--- src/rtl/line_fetcher.sv ---
// Line fetcher: splits a word request into line address + word index, reads one line, presents it downstream.
// Optional macro LINE_FETCH_REUSE_EN skips the memory read when the request hits the last fetched line.
module line_fetcher #(
    parameter int FULL_WIDTH = 512,
    parameter int WIDTH      = 64,
    parameter int ADDR_W     = 64,
    parameter int IDX_W      = 3,
    parameter int OFF_W      = 6,
    parameter int WOFF_W     = 3
) (
    input  logic                  clk,
    input  logic                  rst_n,
    input  logic                  req_valid,
    output logic                  req_ready,
    input  logic [ADDR_W-1:0]     req_addr,
    output logic                  mem_rd_valid,
    input  logic                  mem_rd_ready,
    output logic [ADDR_W-1:0]     mem_rd_addr,
    input  logic                  mem_resp_valid,
    input  logic [FULL_WIDTH-1:0] mem_resp_data,
    output logic                  line_valid,
    input  logic                  line_ready,
    output logic [FULL_WIDTH-1:0] line_data,
    output logic [IDX_W-1:0]      line_idx
);

    typedef enum logic [1:0] {IDLE, ISSUE, WAIT, PRESENT} state_t;

    state_t                  r_state;
    logic                    r_req_ready;
    logic                    r_mem_rd_valid;
    logic [ADDR_W-1:0]       r_mem_rd_addr;
    logic                    r_line_valid;
    logic [FULL_WIDTH-1:0]   r_line_data;
    logic [IDX_W-1:0]        r_line_idx;

    logic [ADDR_W-1:0]       w_line_addr;
    logic [IDX_W-1:0]        w_req_idx;
    logic                    w_unused_woff;

    assign w_line_addr   = {req_addr[ADDR_W-1:OFF_W], {OFF_W{1'b0}}};
    assign w_req_idx     = req_addr[OFF_W-1:WOFF_W];
    // Byte offset within a word is deliberately dropped; misaligned requests are not an error.
    assign w_unused_woff = ^req_addr[WOFF_W-1:0];

`ifdef LINE_FETCH_REUSE_EN
    logic [ADDR_W-OFF_W-1:0] r_tag;
    logic                    r_tag_valid;
    logic                    w_hit;

    assign w_hit = r_tag_valid && (r_tag == req_addr[ADDR_W-1:OFF_W]);
`endif

    always_ff @(posedge clk or negedge rst_n) begin
        if (!rst_n) begin
            r_state        <= IDLE;
            r_req_ready    <= 1'b1;
            r_mem_rd_valid <= 1'b0;
            r_mem_rd_addr  <= '0;
            r_line_valid   <= 1'b0;
            r_line_data    <= '0;
            r_line_idx     <= '0;
`ifdef LINE_FETCH_REUSE_EN
            r_tag          <= '0;
            r_tag_valid    <= 1'b0;
`endif
        end else begin
            case (r_state)
                IDLE: begin
                    if (req_valid) begin
                        r_mem_rd_addr <= w_line_addr;
                        r_line_idx    <= w_req_idx;
                        r_req_ready   <= 1'b0;
`ifdef LINE_FETCH_REUSE_EN
                        if (w_hit) begin
                            r_line_valid <= 1'b1;
                            r_state      <= PRESENT;
                        end else begin
                            r_mem_rd_valid <= 1'b1;
                            r_state        <= ISSUE;
                        end
`else
                        r_mem_rd_valid <= 1'b1;
                        r_state        <= ISSUE;
`endif
                    end
                end
                ISSUE: begin
                    if (mem_rd_ready) begin
                        r_mem_rd_valid <= 1'b0;
                        r_state        <= WAIT;
                    end
                end
                WAIT: begin
                    // Responses are only trusted here; anything seen in other states is stale or spurious.
                    if (mem_resp_valid) begin
                        r_line_data  <= mem_resp_data;
                        r_line_valid <= 1'b1;
                        r_state      <= PRESENT;
`ifdef LINE_FETCH_REUSE_EN
                        r_tag        <= r_mem_rd_addr[ADDR_W-1:OFF_W];
                        r_tag_valid  <= 1'b1;
`endif
                    end
                end
                PRESENT: begin
                    if (line_ready) begin
                        r_line_valid <= 1'b0;
                        r_req_ready  <= 1'b1;
                        r_state      <= IDLE;
                    end
                end
                default: begin
                    r_state <= IDLE;
                end
            endcase
        end
    end

    assign req_ready    = r_req_ready;
    assign mem_rd_valid = r_mem_rd_valid;
    assign mem_rd_addr  = r_mem_rd_addr;
    assign line_valid   = r_line_valid;
    assign line_data    = r_line_data;
    assign line_idx     = r_line_idx;

endmodule

--- config.mk ---
export PLATFORM = sky130hd
export DESIGN_NAME = line_fetcher
export DESIGN_NICKNAME = d
export VERILOG_FILES = /design/src/rtl/line_fetcher.sv
export SDC_FILE = /design/constraint.sdc
export NUM_CORES = 1
export LEC_CHECK = 0
export CORE_AREA = 2 2 451 453
export DETAILED_ROUTE_END_ITERATION = 10
export DIE_AREA = 0 0 453 455
export PLACE_DENSITY = 0.41
export SLEW_MARGIN = 15
export SYNTH_ARGS = -nofsm -noshare
export SYNTH_HDL_FRONTEND = slang
export SYNTH_SLANG_ARGS = --single-unit
export TNS_END_PERCENT = 30
--- constraint.sdc ---
create_clock -name clk -period 1.95 [get_ports clk]
set_input_delay 0.195 -clock clk [delete_from_list [all_inputs] [get_ports clk]]
set_output_delay 0.195 -clock clk [all_outputs]
set_load 0.02 [all_outputs]
# Word level (Yosys, flattened, before mapping)
# Cells that the tools add are included.
# Widths: inputs -> output; s select.
[op_classes]
addsub = 0
n_mul = 0
n_div = 0
n_lt_le_gt_ge = 0
n_eq_ne = 7
shift = 0
n_mux = 14
bitwise_logic = 0
n_reduce_logical = 10
[ops]
columns = ["operator", "count"]
rows = [
  ["$reduce_and 3->1", 3],
  ["$mux 2", 4],
  ["$ne 2x2->1 const B", 4],
  ["$pmux 2 s4", 1],
  ["$mux 1", 6],
  ["$pmux 1 s2", 3],
  ["$reduce_bool 2->1", 3],
  ["$eq 2x2->1 const B", 2],
  ["$reduce_and 2->1", 2],
  ["$reduce_and 4->1", 1],
  ["$eq 2x1->1 const B", 1],
  ["$logic_not 2->1", 1],
]
[word_totals]
regBits = 578
latchBits = 0
ramBits = 0
romBits = 0
word_cells = 38
n_memories = 0

# Longest topological paths before layout
# Gate-level depths: netlist of the first run.
[depth]
depth_word = 3
depth_mapped = 6
mapped_depth_nobuf = 5

# Worst setup path after synthesis of the first run
# No wires, ideal clock.
[synth_path]
path_kind = "flip-flop to flip-flop"
startpoint = "register r_state[0]"
endpoint = "register r_state[1]"
setup_time_ns = 0.125
arrival_time_ns = 1.567
required_ns = 1.825
slack_ns = 0.258
path_stages_with_launch = 6
path_buffers = 0
period_less_slack_ns = 1.692
path_cell_list = "dfrtp_1 -> inv_1 -> ha_1 -> and2b_1 -> a2111oi_4 -> mux2_4"
[synth_between]
elab_chain_cells = 3
[synth_lines]
columns = ["element", "line", "text"]
rows = [
  ["start, declared", "29", "state_t r_state;"],
  ["start signal, assigned", "56", "r_state <= IDLE;"],
  ["start signal, assigned", "84", "r_state <= ISSUE;"],
  ["start signal, assigned", "91", "r_state <= WAIT;"],
  ["$eq 2x2->1 (tied with other cells)", "68", "case (r_state)"],
  ["$ne 2x2->1 (no line)", "--", ""],
  ["$reduce_and 4->1 (no line)", "--", ""],
]
# Parallel ways exist; a longest one is shown, timed or not.
# A chain may end at the register's enable or synchronous reset.

# Worst setup path in the final report of the first run
[layout_path]
startpoint = "register r_line_data[76], in the netlist line_data[76]"
endpoint = "output port line_data[76]"
[layout_rtl]
columns = ["element", "line", "text"]
rows = [
  ["start, declared", "34", "logic [FULL_WIDTH-1:0] r_line_data;"],
  ["start signal, assigned", "97", "r_line_data <= mem_resp_data;"],
  ["end, declared", "23", "output logic [FULL_WIDTH-1:0] line_data,"],
]
# No word-level cell between the ends.

==> impl_metrics.yaml, run 1 <==
outcome:
  outcome: "completed"
clocking:
  ctsHtreeMaxLevel: 3
  cts_tree: "done"
  cts_buffers: 77
  clock-root-buffer: "sky130_fd_sc_hd__clkbuf_16"
  cts.reportedPaths.clkPinSlew_ns: 0.06
  cts-root-to-sink-buffers: 3
  clock_latency_ns: 0.70
  numClockSinks: 578
final_layout:
  area_delta_synth_final_pct: 80.4
  ff_latch_area_sq_mm: 0.0145
  n_fill_cell: 21943
  final_nets: 3101
  final_layout_size_suffix_gt1_frac: 0.303
  multi_input_comb_area_sq_mm: 0.00672
logic_synthesis:
  syn_area_sq_mm: 0.0219
  yosys-mux-area-fraction: 0.297
  adder_cell_area_share_of_the_yosys_netlist: 0.00286
  synth.most_common_cell: "sky130_fd_sc_hd__dfrtp_1"
  ys_seq_area_frac: 0.662
  avgSynthCellArea_sq_um: 17.5
  synthesis.yosys.warnings: 0
  synth_largest_type_area_fraction: 0.661
  post_synth_edffs: 0
  netlist.top_cell.by_area: "sky130_fd_sc_hd__dfrtp_1"
  synth_xor_xnor_area_share: 0
  synth_top_family_by_area: "multiplexers"
  synth-main-ff-cell: "sky130_fd_sc_hd__dfrtp_1"
  synthArstFlopShare: 1.00
  synth_seq_cells: 578
  netlist_instances: 1252
  distinct_cells_synth: 23
  synth-compound-area-share: 0.00303
  synth.area.top_cells: "sky130_fd_sc_hd__dfrtp_1, sky130_fd_sc_hd__mux2_2, sky130_fd_sc_hd__buf_6"
  synth_simple_gate_area_frac: 0.00269
  synth.cells.most_frequent: "sky130_fd_sc_hd__dfrtp_1, sky130_fd_sc_hd__mux2_2, sky130_fd_sc_hd__buf_6"
critical_path:
  crit-reg2reg-launch: "r_state[0]"
  timing.critical_path.cells: "dlygate4sd2_1"
  worstPathBufferInverterCount: 1
  ff2ff_setup_slack_ns: 0.16
  cp-start-kind: "flip-flop"
  max_incr_delay_on_cp_ns: 0.54
  criticalPathCategory: "flip-flop to output pin"
  critical_path.endpoint_type: "output pin"
  arrival_time_at_the_worst_endpoint_ns: 1.66
  crit_path_top_delay_cell: "sky130_fd_sc_hd__dfrtp_1"
  rr_endpoint: "line_data[289]"
  rr_worst_depth: 6
  critPathTopFamily: "flip-flops"
  worstPathRequired_ns: 1.75
  crit_fanout: 2
timing:
  final-max-slew-violation-count: 0
  finalWorstPathRequiredPeriod_ns: 1.85
  final_hold_slack_ns: 0.104
  relSlewSlack: 0.659
  skew_ns: 0.0556
  timing.final.crit_share: 0.951
  highest_clock_frequency_the_design_can_meet_ghz: 0.539
  rsz_0062_raised_after_global_routing: "no"
  timing_hold_violations_final: 0
  timing.final.setup_violations: 0
  tightestPinTransition_ns: 0.511
floorplan:
  die_area_sq_mm: 0.206
  placementRows: 165
  die_height_um: 455
  starting_density_of_the_core: 0.109
  die_x_um: 453
  io_pins: 1164
  placeableCoreArea_sq_mm: 0.201
run:
  max-cap-violations: 0
power:
  irDropWorstVdd_mv: 0.823
  post_route_total_power_mw: 68.2
  power.density_mw_per_mm2: 1730
  p_leak_nw: 16.5
placed_design:
  dp_hpwl_um: 90800
  io_buffers: 1154
  routabilityCongestion: 0.827
route:
  drt_iter0_drc: 599
  route.detailed.vias_per_inst: 3.01
  routed_len_inst_um: 21.2
  detail_route.wirelength_um: 112000
  routed-via-count: 15843
  dr.pass1.iters: 4
  drc_errors: 0
  antenna_viol_nets_final: 0
global_routing:
  global_route.usage.total: 0.104
  overflow: 0
  grt_first_pass_wirelength_um: 147000
  number_of_global_route_vias_before_repair: 16455
  grt_max_degree: 61
  antenna_found_initial: 54
min_path:
  holdCritPathClass: "input pin to flip-flop"
  hold_path_depth: 2
  hold_path_origin: "mem_resp_data[294]"
  terminating_pin_of_the_worst_hold_path: "line_data[294]"
-- per-stage QoR --
step | setup slack, ns | utilization | std cells | instance area (sq um) | TNS [ns]
after CTS | 0.0000928 | 0.195 | 5243 | 39300 | 0
after global placement | -0.00181 | 0.184 | 5091 | 37100 | -0.00602
after detailed placement | -0.0271 | 0.184 | 5091 | 37100 | -1.76
final | 0.0952 | 0.196 | 5267 | 39400 | 0
after global routing | 0.0000188 | 0.196 | 5246 | 39400 | 0
after floorplan | 0.258 | - | 1257 | 21900 | 0
-- cells by family (layout without fill, tap and decap cells) --
family                     count (synthesis)  after routing
DFF                                      578            578
muxes                                    577            577
other                                      1             30
and+or+nand+nor                           11             11
adders and majority gates                  5              5
buffers and inverters                     73           1387
AOI/OAI and AO/OA                          7              7
-- placed cells by master, fill, tap and decap left out, types with 4 or more instances in the layout --
cell type,n
sky130_fd_sc_hd__dfrtp_1,576
sky130_fd_sc_hd__clkinvlp_4,4
sky130_fd_sc_hd__conb_1,6
sky130_fd_sc_hd__clkinv_2,4
sky130_fd_sc_hd__clkbuf_1,16
sky130_fd_sc_hd__clkbuf_16,78
sky130_fd_sc_hd__inv_6,4
sky130_fd_sc_hd__clkdlybuf4s50_1,730
sky130_fd_sc_hd__clkbuf_8,22
sky130_fd_sc_hd__diode_2,24
sky130_fd_sc_hd__buf_4,44
sky130_fd_sc_hd__dlygate4sd2_1,410
sky130_fd_sc_hd__ha_1,5
sky130_fd_sc_hd__inv_1,5
sky130_fd_sc_hd__mux2_2,573
sky130_fd_sc_hd__buf_12,33
sky130_fd_sc_hd__dlymetal6s2s_1,10
sky130_fd_sc_hd__dlygate4sd3_1,16
-- power by group --
part	switching, mW	total [mW]	internal (mW)
Combinational	16.6	31.3	14.6
Sequential	4.02	22.2	18.2
Clock	6.17	14.7	8.54
Total	26.8	68.2	41.4
-- worst max path at each step --
stage          slack (ns)  depth (start not counted)             from               to
2_1_floorplan        0.26                          5       r_state[0]       r_state[1]
3_3_place_gp       -0.002                          6   mem_resp_valid   line_data[403]
3_5_place_dp        -0.03                          6   mem_resp_valid   line_data[487]
4_1_cts           0.00009                          1  mem_rd_addr[34]  mem_rd_addr[34]
5_1_grt           0.00002                          1   line_data[357]   line_data[357]
6_report              0.1                          1    line_data[76]    line_data[76]
-- state kept, by name, summed over array words and instances, names as in the netlist --
name and cells:
line_idx 3, mem_rd_addr 58, line_valid 1, r_state 2, req_ready 1, mem_rd_valid 1, line_data 512
-- layer usage --
layer  up-vias  routed length [um]  track usage
met4        42                2210       0.0306
met1      8053               47000        0.131
li1       6986                   -            -
met2       602               52800        0.165
met3       160                9580       0.0393
met5         -                 248            0
-- final cells by class --
cell class,count,share of cell area
Antenna cell,24,0.00152
Timing Repair Buffer,1246,0.310
Multi-Input combinational cell,606,0.171
Sequential cell,578,0.367
Tap cell,2672,0.0848
Inverter,5,0.000476
Clock buffer,116,0.0587
Clock inverter,20,0.00730
-- repair_timing --
action | 4_1_cts | 5_1_grt
setup buffers | 0 | 0
gates resized for setup | 415 | 10
endpoints found under the setup margin | 412 | 10
hold endpoints to repair | 335 | 0
hold buffers | 16 | 0
(Power assumes the default switching activity.)
==> run 2, diff against run 1 <==
--- a/config.mk
+++ b/config.mk
@@ -6,6 +6,7 @@
 export NUM_CORES = 1
 export LEC_CHECK = 0
 export CORE_AREA = 2 2 451 453
+export CTS_CLUSTER_SIZE = 25
 export DETAILED_ROUTE_END_ITERATION = 10
 export DIE_AREA = 0 0 453 455
 export PLACE_DENSITY = 0.41
==> constraint.sdc (replaced) <==
create_clock -name clk -period 2.1 [get_ports clk]
set_input_delay 0.21 -clock clk [delete_from_list [all_inputs] [get_ports clk]]
set_output_delay 0.21 -clock clk [all_outputs]
set_load 0.02 [all_outputs]
==> impl_metrics.yaml, run 2 (synthesized netlist as in run 1, its figures left out) <==
clocking:
  numClockSinks: 578
  cts_setup_buffers: 0
  cts_tree: "done"
  ctsHtreeMaxLevel: 3
  cts_buffers: 77
  cts-root-to-sink-buffers: 3
  clock_latency_ns: 0.68
  clock-root-buffer: "sky130_fd_sc_hd__clkbuf_16"
  cts.reportedPaths.clkPinSlew_ns: 0.06
route:
  drt_iter0_drc: 631
  antenna_viol_nets_final: 0
  detail_route.wirelength_um: 112000
  routed-via-count: 15601
  dr.pass1.iters: 4
  drc_errors: 0
  route.detailed.vias_per_inst: 2.98
  routed_len_inst_um: 21.3
global_routing:
  grt_first_pass_wirelength_um: 147000
  number_of_global_route_vias_before_repair: 16430
  global_route.usage.total: 0.104
  grt_max_degree: 62
  antenna_found_initial: 47
  overflow: 0
critical_path:
  worstPathRequired_ns: 1.89
  timing.critical_path.cells: "clkdlybuf4s50_1"
  worstPathBufferInverterCount: 1
  max_incr_delay_on_cp_ns: 0.69
  criticalPathCategory: "flip-flop to output pin"
  cp-start-kind: "flip-flop"
  cp-endpoint: "line_data[369]"
  arrival_time_at_the_worst_endpoint_ns: 1.79
  critical_path.endpoint_type: "output pin"
  rr_endpoint: "line_data[446]"
  critical_path_depth: 1
  ff2ff_setup_slack_ns: 0.19
  cp-startpoint: "line_data[369]"
  crit-reg2reg-launch: "r_state[0]"
  crit_fanout: 2
  rr_worst_depth: 6
  critPathTopFamily: "buffers and inverters"
  crit_path_top_delay_cell: "sky130_fd_sc_hd__clkdlybuf4s50_1"
floorplan:
  starting_density_of_the_core: 0.109
  placeableCoreArea_sq_mm: 0.201
  die_height_um: 455
  io_pins: 1164
  die_x_um: 453
  placementRows: 165
  die_area_sq_mm: 0.206
placed_design:
  io_buffers: 1154
  dp_hpwl_um: 91300
  routabilityCongestion: 0.820
  dpl_cell_area_sq_mm: 0.0370
final_layout:
  final_nets: 3076
  finish.instance_area_sq_mm: 0.0395
  final_layout_size_suffix_gt1_frac: 0.300
  final_cell_mix: "sky130_fd_sc_hd__clkdlybuf4s50_1, sky130_fd_sc_hd__dfrtp_1, sky130_fd_sc_hd__mux2_2"
  n_fill_cell: 21830
  largest_register_ff_count: 512
  final_core_utilization: 0.196
  area_delta_synth_final_pct: 80.5
  final_common_cell: "sky130_fd_sc_hd__clkdlybuf4s50_1"
power:
  power.density_mw_per_mm2: 1660
  irDropWorstVdd_mv: 0.766
  post_route_total_power_mw: 65.4
  p_leak_nw: 15.7
timing:
  tightestPinTransition_ns: 0.704
  skew_ns: 0.0240
  timing.final.crit_share: 0.954
  rsz_0062_raised_after_global_routing: "no"
  relSlewSlack: 0.531
  timing.final.setup_violations: 0
  highest_clock_frequency_the_design_can_meet_ghz: 0.499
  timing_hold_violations_final: 0
  finalWorstPathRequiredPeriod_ns: 2.00
  timing.setup.tns_ns: 0
  final-max-slew-violation-count: 0
  final_hold_slack_ns: 0.137
run:
  max-cap-violations: 0
outcome:
  outcome: "completed"
min_path:
  holdCritPathClass: "input pin to flip-flop"
==> run 2: cell types whose count changed in the layout (fill, tap and decap cells not counted), sizes merged <==
cell,previous run,this run
dlygate4sd3,16,1
diode,24,20
dlymetal6s2s,10,1
clkdlybuf4s15,2,0
clkinvlp,4,2
clkbuf,116,113
buf,78,67
clkinv,9,14
bufinv,2,3
inv,10,9
dlygate4sd2,410,62
clkdlybuf4s50,730,1090
==> run 2: layout make-up <==
| type | count | area [sq um] | area share |
|---|---|---|---|
| Antenna cell | 20 | 50.0 | 0.00127 |
| Clock inverter | 23 | 269 | 0.00682 |
| Sequential cell | 578 | 14500 | 0.367 |
| Inverter | 5 | 18.8 | 0.000476 |
| Multi-Input combinational cell | 606 | 6730 | 0.170 |
| Timing Repair Buffer | 1221 | 12300 | 0.313 |
| Clock buffer | 113 | 2230 | 0.0566 |
| Tap cell | 2672 | 3340 | 0.0847 |
==> run 2: report_power, final <==
part	internal, mW	switching [mW]	leakage, nW
logic	16.0	15.3	7.69
clock network	7.77	5.51	1.23
registers	16.9	3.86	6.83
==> run 2: worst min path at each step <==
stage,start,end,slack [ns],cells after the start
CTS,mem_resp_data[470],line_data[470],0.03,2
finish,mem_resp_data[509],line_data[509],0.14,2
global route,mem_resp_data[426],line_data[426],0.06,2
global placement,rst_n,line_data[461],0.29,1
floorplan,rst_n,line_data[0],-0.09,0
detailed placement,rst_n,line_data[31],0.28,1
==> run 2: routing by layer <==
metal / vias up / track usage / wire [um]
met1: 7865 / 0.130 / 45400
li1: 6912 / - / -
met5: - / 0 / 236
met4: 36 / 0.0256 / 2100
met2: 636 / 0.166 / 52700
met3: 152 / 0.0403 / 11100
==> run 2: repair_timing <==
action	CTS	global route
hold endpoints to repair	163	0
gates resized for setup	64	2
pin swaps	0	1
hold buffers	1	0
setup endpoints to repair	64	33
==> run 2: through the flow <==
step,worst slack (ns),cells
floorplan,0.408,1257
global placement,0.0887,5081
CTS,0.00148,5218
detailed placement,0.0789,5081
global route,0.00535,5219
finish,0.0957,5238
==> run 3, diff against run 2 <==
--- a/config.mk
+++ b/config.mk
@@ -14,4 +14,3 @@
 export SYNTH_ARGS = -nofsm -noshare
 export SYNTH_HDL_FRONTEND = slang
 export SYNTH_SLANG_ARGS = --single-unit
-export TNS_END_PERCENT = 30
==> results of run 3 <==
Same layout as run 2: the final DEF is identical, and so are final timing and power.
